===== src/rtl/audio_win_buf_ctrl.sv =====
// Circular history buffer controller around a 256x14 simple-dual-port sample RAM.
// Streams the latest N samples oldest-first through a 2-entry valid/ready output FIFO.
module audio_win_buf_ctrl #(
    parameter int DATA_WIDTH = 14,
    parameter int ADDR_WIDTH = 8
) (
    input  logic                  clk,
    input  logic                  rst_n,
    input  logic                  in_valid_i,
    input  logic [DATA_WIDTH-1:0] in_data_i,
    input  logic                  frame_req_i,
    output logic                  frame_busy_o,
    output logic                  primed_o,
    output logic                  out_valid_o,
    output logic [DATA_WIDTH-1:0] out_data_o,
    output logic                  out_last_o,
    input  logic                  out_ready_i,
    output logic                  frame_ovr_o,
    output logic                  ram_wr_en_o,
    output logic [ADDR_WIDTH-1:0] ram_wr_addr_o,
    output logic [DATA_WIDTH-1:0] ram_wr_data_o,
    output logic [ADDR_WIDTH-1:0] ram_rd_addr_o,
    input  logic [DATA_WIDTH-1:0] ram_rd_data_i
);

    localparam logic [ADDR_WIDTH:0] N_C    = (ADDR_WIDTH+1)'(1 << ADDR_WIDTH);
    localparam logic [ADDR_WIDTH:0] LAST_C = N_C - (ADDR_WIDTH+1)'(1);

    typedef enum logic [0:0] {S_IDLE = 1'b0, S_READ = 1'b1} state_t;

    state_t                state_q, state_d;
    logic [ADDR_WIDTH-1:0] wp_q, base_q;
    logic [ADDR_WIDTH:0]   fill_q, wcnt_q, rcnt_q;
    logic                  ovr_q;
    logic                  inflight_q, inflight_last_q;
    logic [DATA_WIDTH-1:0] fifo_data_q [2];
    logic                  fifo_last_q [2];
    logic                  rptr_q, wptr_q;
    logic [1:0]            cnt_q;

    logic       primed_s, start_s, pop_s, last_acc_s, issue_s, ovr_set_s;
    logic [2:0] credit_s;

    // Handshake, credit and overwrite decode
    always_comb begin
        primed_s   = (fill_q == N_C);
        start_s    = (state_q == S_IDLE) && frame_req_i && primed_s;
        pop_s      = (cnt_q != 2'd0) && out_ready_i;
        last_acc_s = pop_s && fifo_last_q[rptr_q];
        // A beat leaving this cycle frees its slot, which keeps the stream at one beat per cycle.
        credit_s   = {1'b0, cnt_q} + {2'b00, inflight_q} - {2'b00, pop_s};
        issue_s    = (state_q == S_READ) && (rcnt_q != N_C) && (credit_s < 3'd2);
        // A read issued in the same cycle returns the entry before the write lands.
        ovr_set_s  = (state_q == S_READ) && in_valid_i && (wcnt_q != N_C) &&
                     (wcnt_q >= (rcnt_q + {{ADDR_WIDTH{1'b0}}, issue_s}));
    end

    // Write pointer and fill level, active in every state
    always_ff @(posedge clk or negedge rst_n) begin
        if (!rst_n) begin
            wp_q   <= {ADDR_WIDTH{1'b0}};
            fill_q <= {(ADDR_WIDTH+1){1'b0}};
        end else if (in_valid_i) begin
            wp_q   <= wp_q + {{(ADDR_WIDTH-1){1'b0}}, 1'b1};
            fill_q <= (fill_q == N_C) ? fill_q : fill_q + {{ADDR_WIDTH{1'b0}}, 1'b1};
        end
    end

    // FSM state register
    always_ff @(posedge clk or negedge rst_n) begin
        if (!rst_n) state_q <= S_IDLE;
        else        state_q <= state_d;
    end

    // FSM next state
    always_comb begin
        state_d = state_q;
        case (state_q)
            S_IDLE:  state_d = start_s ? S_READ : S_IDLE;
            S_READ:  state_d = last_acc_s ? S_IDLE : S_READ;
            default: state_d = S_IDLE;
        endcase
    end

    // FSM and datapath outputs
    always_comb begin
        frame_busy_o  = (state_q == S_READ);
        primed_o      = primed_s;
        out_valid_o   = (cnt_q != 2'd0);
        out_data_o    = fifo_data_q[rptr_q];
        out_last_o    = fifo_last_q[rptr_q];
        frame_ovr_o   = last_acc_s && ovr_q;
        ram_wr_en_o   = in_valid_i;
        ram_wr_addr_o = wp_q;
        ram_wr_data_o = in_data_i;
        ram_rd_addr_o = base_q + rcnt_q[ADDR_WIDTH-1:0];
    end

    // Frame snapshot, read/write counters and sticky overwrite flag
    always_ff @(posedge clk or negedge rst_n) begin
        if (!rst_n) begin
            base_q <= {ADDR_WIDTH{1'b0}};
            wcnt_q <= {(ADDR_WIDTH+1){1'b0}};
            rcnt_q <= {(ADDR_WIDTH+1){1'b0}};
            ovr_q  <= 1'b0;
        end else if (start_s) begin
            base_q <= wp_q + {{(ADDR_WIDTH-1){1'b0}}, in_valid_i};
            wcnt_q <= {(ADDR_WIDTH+1){1'b0}};
            rcnt_q <= {(ADDR_WIDTH+1){1'b0}};
            ovr_q  <= 1'b0;
        end else if (state_q == S_READ) begin
            if (in_valid_i && (wcnt_q != N_C)) wcnt_q <= wcnt_q + {{ADDR_WIDTH{1'b0}}, 1'b1};
            if (issue_s) rcnt_q <= rcnt_q + {{ADDR_WIDTH{1'b0}}, 1'b1};
            if (last_acc_s)     ovr_q <= 1'b0;
            else if (ovr_set_s) ovr_q <= 1'b1;
        end
    end

    // RAM read pipeline and 2-entry output FIFO
    always_ff @(posedge clk or negedge rst_n) begin
        if (!rst_n) begin
            inflight_q      <= 1'b0;
            inflight_last_q <= 1'b0;
            fifo_data_q[0]  <= {DATA_WIDTH{1'b0}};
            fifo_data_q[1]  <= {DATA_WIDTH{1'b0}};
            fifo_last_q[0]  <= 1'b0;
            fifo_last_q[1]  <= 1'b0;
            rptr_q          <= 1'b0;
            wptr_q          <= 1'b0;
            cnt_q           <= 2'd0;
        end else begin
            inflight_q      <= issue_s;
            inflight_last_q <= issue_s && (rcnt_q == LAST_C);
            if (inflight_q) begin
                fifo_data_q[wptr_q] <= ram_rd_data_i;
                fifo_last_q[wptr_q] <= inflight_last_q;
                wptr_q              <= ~wptr_q;
            end
            if (pop_s) rptr_q <= ~rptr_q;
            cnt_q <= cnt_q + {1'b0, inflight_q} - {1'b0, pop_s};
        end
    end

endmodule


===== config.mk =====
export PLATFORM = sky130hd
export DESIGN_NAME = audio_win_buf_ctrl
export DESIGN_NICKNAME = d
export VERILOG_FILES = /design/src/rtl/audio_win_buf_ctrl.sv
export SDC_FILE = /design/constraint.sdc
export NUM_CORES = 1
export LEC_CHECK = 0
export ABC_AREA = 1
export CORE_MARGIN = 3
export CORE_UTILIZATION = 28
export DETAILED_ROUTE_END_ITERATION = 8
export GPL_TIMING_DRIVEN = 0
export SLEW_MARGIN = 25
export SYNTH_ARGS = -nofsm -noshare
export SYNTH_HDL_FRONTEND = slang
export SYNTH_SLANG_ARGS = --single-unit

===== constraint.sdc =====
create_clock -name clk -period 4.9 [get_ports clk]
set_clock_uncertainty 0.05 [all_clocks]
set_input_delay 0.98 -clock clk [delete_from_list [all_inputs] [get_ports clk]]
set_output_delay 0.98 -clock clk [all_outputs]
set_load 0.05 [all_outputs]

==> flow_summary.json, run 1 <==
{
  "met1_usage_pct": 16.57,
  "hold_violations": 0,
  "critPathArrivalTime_ns": 4.66,
  "die_h_um": 140.1,
  "synth_mux_area_share_pct": 0,
  "max_freq_mhz": 223.6,
  "maxSlewHeadroom_pct": 63.27,
  "ys.warnings.count": 0,
  "netlist.top_cell.by_area": "dfrtp_1",
  "syn_avg_cell_area_um2": 7.573,
  "met2_usage_pct": 19.25,
  "layout_commonest_cell": "nand2_1",
  "cp.required_ns": 5.08,
  "netlist_area_um2": 5036,
  "worst_path_max_delay_cell": "fa_1",
  "synthSimpleGateAreaFrac_pct": 27.60,
  "synth.top_cell.area_share_pct": 40.25,
  "worst_pin_slew_ns": 0.5492,
  "worstSkewPairLatency_ns": 0.34,
  "cpMostUsedCell": "ha_1",
  "synth_cell_type_count": 33,
  "insertedDiodeCount": 0,
  "gp_congestion": 0.8482,
  "setup_ws_ns": 0.4272,
  "synth-seq-area-share_pct": 40.25,
  "start_kind": "primary input",
  "ir_drop_v": 0.0004542,
  "grt_max_degree": 63,
  "yosys-top-cells-area": "dfrtp_1 40%, nand2_1 17%, ha_1 7.5%",
  "synth_edf_count": 0,
  "finalSetupViolCount": 0,
  "post-route-min-period_ns": 4.473,
  "drv_cap": 0,
  "max_stage_delay_ns": 0.51,
  "grt.overflow.total": 0,
  "power.density_nw_per_um2": 610.8,
  "die_w_um": 140.1,
  "cts_buffers": 9,
  "layout-drive-gt1-share_pct": 9.682,
  "finalCritPeriodShare_pct": 91.28,
  "ios": 83,
  "grt-busiest-layer": "met2",
  "core_area_um2": 17480,
  "synth_top_family_by_area": "simple AND/OR/NAND/NOR gates",
  "synth_async_sr_flop_share_pct": 100.0,
  "die_area_um2": 19630,
  "clock_path_buffers": 2,
  "drv_slew": 0,
  "critPathMaxFanout": 7,
  "drt_pre_antenna_iters": 4,
  "totalWireLength_mm": 11.16,
  "synth-xor-area-share_pct": 5.913,
  "rows": 48,
  "portBuffers": 68,
  "ys_ff_latch": 81,
  "syn_inst": 665,
  "syn_to_final_growth_pct": 26.58,
  "root_buffer": "clkbuf_16",
  "vias": 4271,
  "dp_hpwl_mm": 8.309,
  "antenna_left": 0,
  "synth_compound_area_share_pct": 6.186,
  "grt_usage_pct": 12.13,
  "grt_pass1_vias": 4211,
  "synth_flop_cell": "dfrtp_1",
  "grt_pass1_wl_mm": 19.73,
  "status": "complete, no violations",
  "cts_max_level": 3,
  "antenna_found_initial": 0,
  "cts.reportedPaths.clkPinSlew_ns": 0.06,
  "final.setup.tns_ns": 0,
  "viasPerCell": 4.363,
  "wire_per_inst_um": 11.40,
  "fin_nets": 814,
  "use_met3_pct": 2.970,
  "synthAdderAreaFrac_pct": 8.248,
  "worstSetupEndpointType": "flip-flop",
  "cts_sinks": 81,
  "worstPathCellList": "clkdlybuf4s50_1 > o21a_1 > ha_1 > inv_1 > ha_1 > inv_1 > fa_1 > nand4_1 > nor2_4 > ha_1 > ha_1 > nand2_1 > nor2_1 > xor2_1 > ha_1 > nand2_1 > inv_1 > a21oi_1 > nand4_1 > nand2_1 > nand2_1",
  "syn_nets": 730,
  "leakage_nw": 3.345,
  "drt_first_iter_violations": 216,
  "ctsHoldBuffers": 0,
  "hp-class": "in2async",
  "tritoncts": "yes",
  "final_cell_mix": "223 x nand2_1, 88 x inv_1, 81 x dfrtp_1",
  "pre_cts_slack_ns": -0.1697,
  "path_class": "in2reg",
  "start_util_pct": 28.82,
  "route.detailed.drc": 0
}
## critical path, delay by kind of cell
kind | cells | cell delay [ns]
fa+ha+maj | 6 | 1.57
simple gates | 8 | 0.98
buf+inv | 4 | 0.62
compound gates | 2 | 0.32
xor+xnor | 1 | 0.18
## sequential cells by signal (all words and copies together), names as in the netlist
register	flops
frame_busy_o	1
rcnt_q	9
wptr_q	1
ram_wr_addr_o	8
wcnt_q	9
inflight_q	1
rptr_q	1
fill_q	9
fifo_last_q	2
ovr_q	1
base_q	8
inflight_last_q	1
cnt_q	2
fifo_data_q	28
## report_power, final
group,switching (mW),internal [mW]
combinational,1.34,0.719
sequential,0.213,0.925
clock,0.281,0.414
## cells by family after synthesis
group                      count (synthesis)
and+or+nand+nor                          330
AOI/OAI and AO/OA                         57
DFF                                       81
buffers and inverters                    131
adders and majority gates                 32
xor gates and xnor gates                  34
## synth_stat cells, types with 2 or more instances
library cell    n
nand2_1       223
inv_1          88
dfrtp_1        81
nand3_1        41
o21ai_0        38
nor2_1         35
ha_1           30
xor2_1         25
buf_4          15
nand4_1        13
inv_2           9
xnor2_1         9
clkbuf_1        7
a21oi_1         6
buf_2           5
buf_6           5
nor3_1          5
o21ai_1         5
nor2_2          4
nand2_2         3
a21o_1          2
clkbuf_2        2
fa_1            2
nor2_4          2
o21ai_2         2
## stage by stage
| stage | std cells | util [%] | cell area [um2] | hold WS [ns] | total power [mW] |
|---|---|---|---|---|---|
| floorplan | 665 | - | 5036 | 0.4029 | 2.581 |
| global placement | 958 | 34.32 | 5998 | 0.4149 | 3.181 |
| detailed placement | 959 | 34.49 | 6027 | 0.4228 | 3.206 |
| CTS | 975 | 36.28 | 6340 | 0.4126 | 3.932 |
| global route | 979 | 36.48 | 6375 | 0.4159 | 4.226 |
| finish | 979 | 36.48 | 6375 | 0.4243 | 3.894 |
## what timing repair did
action,4_1_cts,5_1_grt
endpoints found under the setup margin,0,1
buffers inserted,0,4
resized for setup,0,1
## worst paths after layout
path	start	to	slack (ns)	cells past startpoint
min reg2reg	fifo_data_q[24]$_DFFE_PN0P_	fifo_data_q[24]$_DFFE_PN0P_	0.43	2
min in group clk	fifo_data_q[24]$_DFFE_PN0P_	fifo_data_q[24]$_DFFE_PN0P_	0.43	2
max	out_ready_i	ovr_q$_DFFE_PN0P_	0.43	21
max reg2reg	cnt_q[1]$_DFF_PN0_	ovr_q$_DFFE_PN0P_	1.03	20
min	rst_n	fifo_data_q[7]$_DFFE_PN0P_	0.42	1
max in group asynchronous	rst_n	wcnt_q[7]$_DFFE_PN0P_	3.79	2
## metal layers
layer / up-vias / share of wire [%]
li1: 2219 / -
met1: 1949 / 49
met4: 0 / 1.3
met3: 14 / 5.1
met5: - / 0
met2: 89 / 45
## cell type report
| cell class | count | area [um2] |
|---|---|---|
| clock buffers | 10 | 239.0 |
| well taps | 225 | 281.5 |
| flip-flops and latches | 81 | 2027 |
| clock inverters | 6 | 73.82 |
| inverters | 97 | 364.1 |
| plain buffers | 34 | 230.2 |
| fillers | 1836 | 11100 |
| multi-input cells | 453 | 2420 |
| repair buffers | 73 | 739.5 |
No activity file was read; power rests on OpenSTA's default activity.
==> inputs of run 2 (changes only) <==
--- a/config.mk
+++ b/config.mk
@@ -8,6 +8,7 @@
 export ABC_AREA = 1
 export CORE_MARGIN = 3
 export CORE_UTILIZATION = 28
+export CTS_BUF_LIST = sky130_fd_sc_hd__clkbuf_4 sky130_fd_sc_hd__clkbuf_8
 export DETAILED_ROUTE_END_ITERATION = 8
 export GPL_TIMING_DRIVEN = 0
 export SLEW_MARGIN = 25
==> flow_summary.json, run 2 (synthesis results as in run 1) <==
{
  "largest_register_ffs": 28,
  "status": "complete, no violations",
  "grt_pass1_wl_mm": 19.62,
  "syn_to_final_growth_pct": 24.57,
  "grt_usage_pct": 12.06,
  "reg2reg_slack_ns": 1.02,
  "cts_buffers": 9,
  "critPathMaxFanout": 7,
  "post-route-min-period_ns": 4.454,
  "critPathArrivalTime_ns": 4.66,
  "die_h_um": 140.1,
  "core_area_um2": 17480,
  "wire_per_inst_um": 11.43,
  "cts_sinks": 81,
  "viasPerCell": 4.358,
  "cp.required_ns": 5.11,
  "cts.reportedPaths.clkPinSlew_ns": 0.09,
  "finalSetupViolCount": 0,
  "worstSetupEndpointType": "flip-flop",
  "drv_slew": 0,
  "route.detailed.drc": 0,
  "worstSkewPairLatency_ns": 0.36,
  "top_register": "fifo_data_q",
  "fin_util_pct": 35.90,
  "antenna_found_initial": 0,
  "placed_cells": 959,
  "portBuffers": 68,
  "rsz0062_at_grt": "false",
  "max_freq_mhz": 224.5,
  "gp_congestion": 0.8482,
  "finalCritPeriodShare_pct": 90.91,
  "p_int_mw": 1.896,
  "pwr-share-comb_pct": 55.5,
  "power.density_nw_per_um2": 591.8,
  "cp-endpoint": "ovr_q$_DFFE_PN0P_",
  "met2_length_mm": 5.031,
  "insertedDiodeCount": 0,
  "drt_first_iter_violations": 178,
  "grt_max_degree": 63,
  "wl_met1_mm": 5.565,
  "worst_pin_slew_ns": 0.5494,
  "rows": 48,
  "clock_path_buffers": 2,
  "fin_cells": 979,
  "r2r-start": "cnt_q[1]$_DFF_PN0_",
  "p_sw_mw": 1.816,
  "cts_max_level": 3,
  "pwr-share-clk_pct": 13.9,
  "die_w_um": 140.1,
  "start_util_pct": 28.82,
  "pre_cts_slack_ns": -0.1697,
  "p_seq_share_pct": 30.6,
  "drv_cap": 0,
  "grt.overflow.total": 0,
  "path_class": "in2reg",
  "total_power_mw": 3.713,
  "vias": 4266,
  "fin_nets": 814,
  "totalWireLength_mm": 11.19,
  "setup_ws_ns": 0.4455,
  "maxSlewHeadroom_pct": 63.26,
  "ios": 83,
  "hp-class": "in2async",
  "final_cell_mix": "223 x nand2_1, 88 x inv_1, 81 x dfrtp_1",
  "drt_pre_antenna_iters": 4,
  "antenna_left": 0,
  "tritoncts": "yes",
  "layout-drive-gt1-share_pct": 9.682,
  "worstRegToRegCells": 20,
  "ir_drop_v": 0.0004168,
  "regToRegEndpoint": "ovr_q$_DFFE_PN0P_",
  "leakage_nw": 3.298,
  "dp_hpwl_mm": 8.309,
  "hold_violations": 0,
  "start_kind": "primary input",
  "layout_commonest_cell": "nand2_1",
  "cp-startpoint": "out_ready_i",
  "top_layer": "met4",
  "die_area_um2": 19630,
  "root_buffer": "clkbuf_8",
  "ctsHoldBuffers": 0,
  "wl_met3_um": 473,
  "switching_share_pct": 48.92,
  "grt_pass1_vias": 4188
}
run 2: changes by cell type in the layout (fill, tap and decap cells not counted):
cell	previous run	this run
clkbuf_8	1	10
clkbuf_16	9	0
run 2: worst min path at each step:
| stage | to | from |
|---|---|---|
| finish | fifo_data_q[7]$_DFFE_PN0P_ | rst_n |
| global route | fifo_data_q[21]$_DFFE_PN0P_ | rst_n |
| CTS | fifo_data_q[21]$_DFFE_PN0P_ | rst_n |
| detailed placement | fifo_data_q[24]$_DFFE_PN0P_ | fifo_data_q[24]$_DFFE_PN0P_ |
| global placement | fifo_data_q[19]$_DFFE_PN0P_ | fifo_data_q[19]$_DFFE_PN0P_ |
| floorplan | fifo_data_q[12]$_DFFE_PN0P_ | fifo_data_q[12]$_DFFE_PN0P_ |
run 2: timing repair:
| action | CTS | global route |
|---|---|---|
| setup buffers | 0 | 4 |
| resized for setup | 0 | 1 |
| endpoints found under the setup margin | 0 | 1 |
run 2: metrics by stage:
stage | area [um2] | hold WS [ns] | setup TNS, ns
floorplan | 5036 | 0.4029 | 0
global placement | 5998 | 0.4149 | -25.84
detailed placement | 6027 | 0.4228 | -0.1697
CTS | 6238 | 0.3720 | 0
global route | 6274 | 0.3665 | 0
finish | 6274 | 0.3947 | 0
run 2: power by group through the flow:
stage | sequential, mW | clock (mW) | combinational (mW)
after floorplan | 1.21 | 0 | 1.37
after global placement | 1.14 | 0 | 2.04
after detailed placement | 1.15 | 0 | 2.06
after CTS | 1.14 | 0.543 | 2.07
after global routing | 1.18 | 0.569 | 2.29
final | 1.14 | 0.516 | 2.06
run 2: critical path: stages:
cell and delay [ns]:
clkdlybuf4s50_1 0.47, o21a_1 0.18, ha_1 0.24, inv_1 0.05, ha_1 0.13, inv_1 0.05
fa_1 0.51, nand4_1 0.18, nor2_4 0.23, ha_1 0.23, ha_1 0.20, nand2_1 0.11
nor2_1 0.14, xor2_1 0.19, ha_1 0.27, nand2_1 0.11, inv_1 0.05, a21oi_1 0.14
nand4_1 0.10, nand2_1 0.07, nand2_1 0.04
run 2: layer usage:
metal | up-vias | GRT usage, %
li1 | 2217 | -
met1 | 1960 | 16.55
met2 | 80 | 19.07
met3 | 9 | 3.175
met4 | 0 | 2.907
met5 | - | 0
run 2: cell type report:
cell class	count	area [um2]
repair buffers	73	739.5
multi-input cells	453	2420
well taps	225	281.5
plain buffers	34	230.2
clock buffers	10	137.6
flip-flops and latches	81	2027
fillers	1847	11200
inverters	97	364.1
clock inverters	6	73.82
==> inputs of run 3 (changes only) <==
--- a/config.mk
+++ b/config.mk
@@ -15,3 +15,4 @@
 export SYNTH_ARGS = -nofsm -noshare
 export SYNTH_HDL_FRONTEND = slang
 export SYNTH_SLANG_ARGS = --single-unit
+export TNS_END_PERCENT = 50
==> results of run 3 <==
The final DEF is identical to that of run 2; final timing and power are the same.
==> edit: new RTL, config.mk and constraints of run 3 <==
One comparison of `rcnt_q` changes from == to >=.
--- a/src/rtl/audio_win_buf_ctrl.sv
+++ b/src/rtl/audio_win_buf_ctrl.sv
@@ -132,3 +132,3 @@
             inflight_q      <= issue_s;
-            inflight_last_q <= issue_s && (rcnt_q == LAST_C);
+            inflight_last_q <= issue_s && (rcnt_q >= LAST_C);
             if (inflight_q) begin
Formal check against the unedited RTL: same outputs for any inputs over 10 cycles, from zero or initial values and one cycle with rst_n low; that may be too few to reach the edited logic, so the function may still have changed.
==> edit against run 3 <==
Cell count is 4.9% lower. Design area decreased by 2.8%. Total power increased by 15%. Sequential cell count is the same. First-iteration DRC count is 31% higher. Combinational power increased by 25%. Wire length up 1.3%. Setup slack lost 0.13 ns. Area after synthesis is 1.9% lower. Largest power group unchanged. Highest routed layer unchanged.
==> edit: results (changes against run 3) <==
sequential share of the synthesized area 0.410 (+0.00764); CP Max Fanout 11 (+4); wire length per cell 12.2 um (+6.5%); area post-placement 5920 um^2 (-1.8%); global-route wire length before repair 19600 um (-0.28%); placed insts 915 (-4.6%); Area contributors post-synth dfrtp_1, nand2_1, ha_1, inv_1, xor2_1; M1 wire length 5700 um (+2.4%); top post-synthesis cells by count nand2_1, inv_1, dfrtp_1, o21ai_0; Gate Count Post-Synth 626 (-5.9%); Synth cell types 35 (+6.1%); hpwl dp 8300 um (about the same); Die Wd 139 um (-0.90%); ratio of cells with drive above 1 in the final layout 0.0999 (+0.00304); Place WS -0.185 ns (-0.0155 ns); Final Non-Filler Cells 931 (-4.9%); status finished clean; R2R depth 27 (+35%); Post-Synth Adder-Cell Area 0.0841 (+0.00157); largest net degree at the start of global routing 47 (-25%); Synth Area in XOR/XNOR 0.0656 (+0.00644); Max rail drop VDD 605 uV (+45%); DR WL met2 4990 um (-0.74%); clock buffer depth 2 (unchanged); gr usage total 0.121 (+0.000857); worst path arrival time 4.84 ns (+0.18 ns); Final Net Count 771 (-5.3%); Iter 0 DRT Violations 234 (+31%); sw frac 0.519 (+0.0301); Worst-Margin Slew 0.613 ns (+0.0633 ns); Synth Net Count 691 (-5.3%); final RePlAce weighted congestion 0.843 (-0.67%); hold crit path type flip-flop to flip-flop
==> edit: worst max-delay path, cell delays in order <==
cell	delay, ns
clkdlybuf4s50_1	0.39
nand2_1	0.13
inv_1	0.06
ha_1	0.26
inv_1	0.06
ha_1	0.13
inv_1	0.05
fa_1	0.50
nand3_1	0.08
a21oi_1	0.21
nand2_2	0.16
inv_4	0.15
ha_1	0.18
ha_1	0.20
nand2_1	0.10
o21ai_0	0.14
o21ai_0	0.13
ha_1	0.31
nand2_1	0.07
nor2_1	0.09
nand2_1	0.06
nand3_1	0.07
nand2_1	0.05
nand2_1	0.08
nand2_1	0.07
a21oi_1	0.12
==> edit: cell families (layout without fill, tap and decap cells) <==
| logic type | count (synthesis) | after routing |
|---|---|---|
| AND/OR/NAND/NOR | 278 | 278 |
| AO/OA/AOI/OAI | 76 | 76 |
| adder cells (fa/ha/maj) | 32 | 32 |
| buffers and inverters | 122 | 207 |
| XOR/XNOR | 37 | 37 |
| flip-flops | 81 | 81 |
==> edit: area by class of cell <==
type                       instances  area (um^2)  share of cell area
multi-input combinational        423         2360               0.388
sequential                        81         2030               0.332
timing repair buffer              69          698               0.115
inverter                          91          344              0.0564
clock inverter                     7         55.1             0.00903
tap                              220          275              0.0451
clock buffer                       9          124              0.0203
buffer                            31          209              0.0343
==> edit: metal layers <==
metal	vias up	track usage
met5	-	0
met4	0	0.0288
met3	11	0.0310
met2	85	0.193
met1	1858	0.167
li1	2126	-
==> edit: final timing paths <==
path	start	endpoint	slack (ns)
min	fifo_data_q[15]	fifo_data_q[15]	0.44
max reg2reg	cnt_q[1]	ovr_q	0.75
max in group asynchronous	rst_n	base_q[5]	3.60
min in group asynchronous	rst_n	fifo_data_q[16]	0.56
max	out_ready_i	ovr_q	0.31
min reg2reg	fifo_data_q[15]	fifo_data_q[15]	0.44
==> edit: stage by stage <==
| step | util | TNS, ns | total power [uW] |
|---|---|---|---|
| final | 0.360 | 0 | 4260 |
| after global routing | 0.360 | 0 | 4630 |
| after CTS | 0.360 | 0 | 4310 |
| after detailed placement | 0.349 | -0.185 | 3830 |
| after global placement | 0.348 | -17.96 | 3800 |
| after floorplan | - | 0 | 3060 |
==> edit: repair_timing <==
item,in CTS,in global routing
hold endpoints to repair,0,0
endpoints found under the setup margin,0,1
buffers inserted,0,0
gates resized for setup,0,1
==> edit: power groups by stage <==
stage / logic [uW] / clock network [uW] / registers (uW)
after floorplan: 1770 / 0 / 1300
after global placement: 2560 / 0 / 1240
after detailed placement: 2580 / 0 / 1240
after CTS: 2600 / 475 / 1230
after global routing: 2840 / 507 / 1290
final: 2570 / 456 / 1230
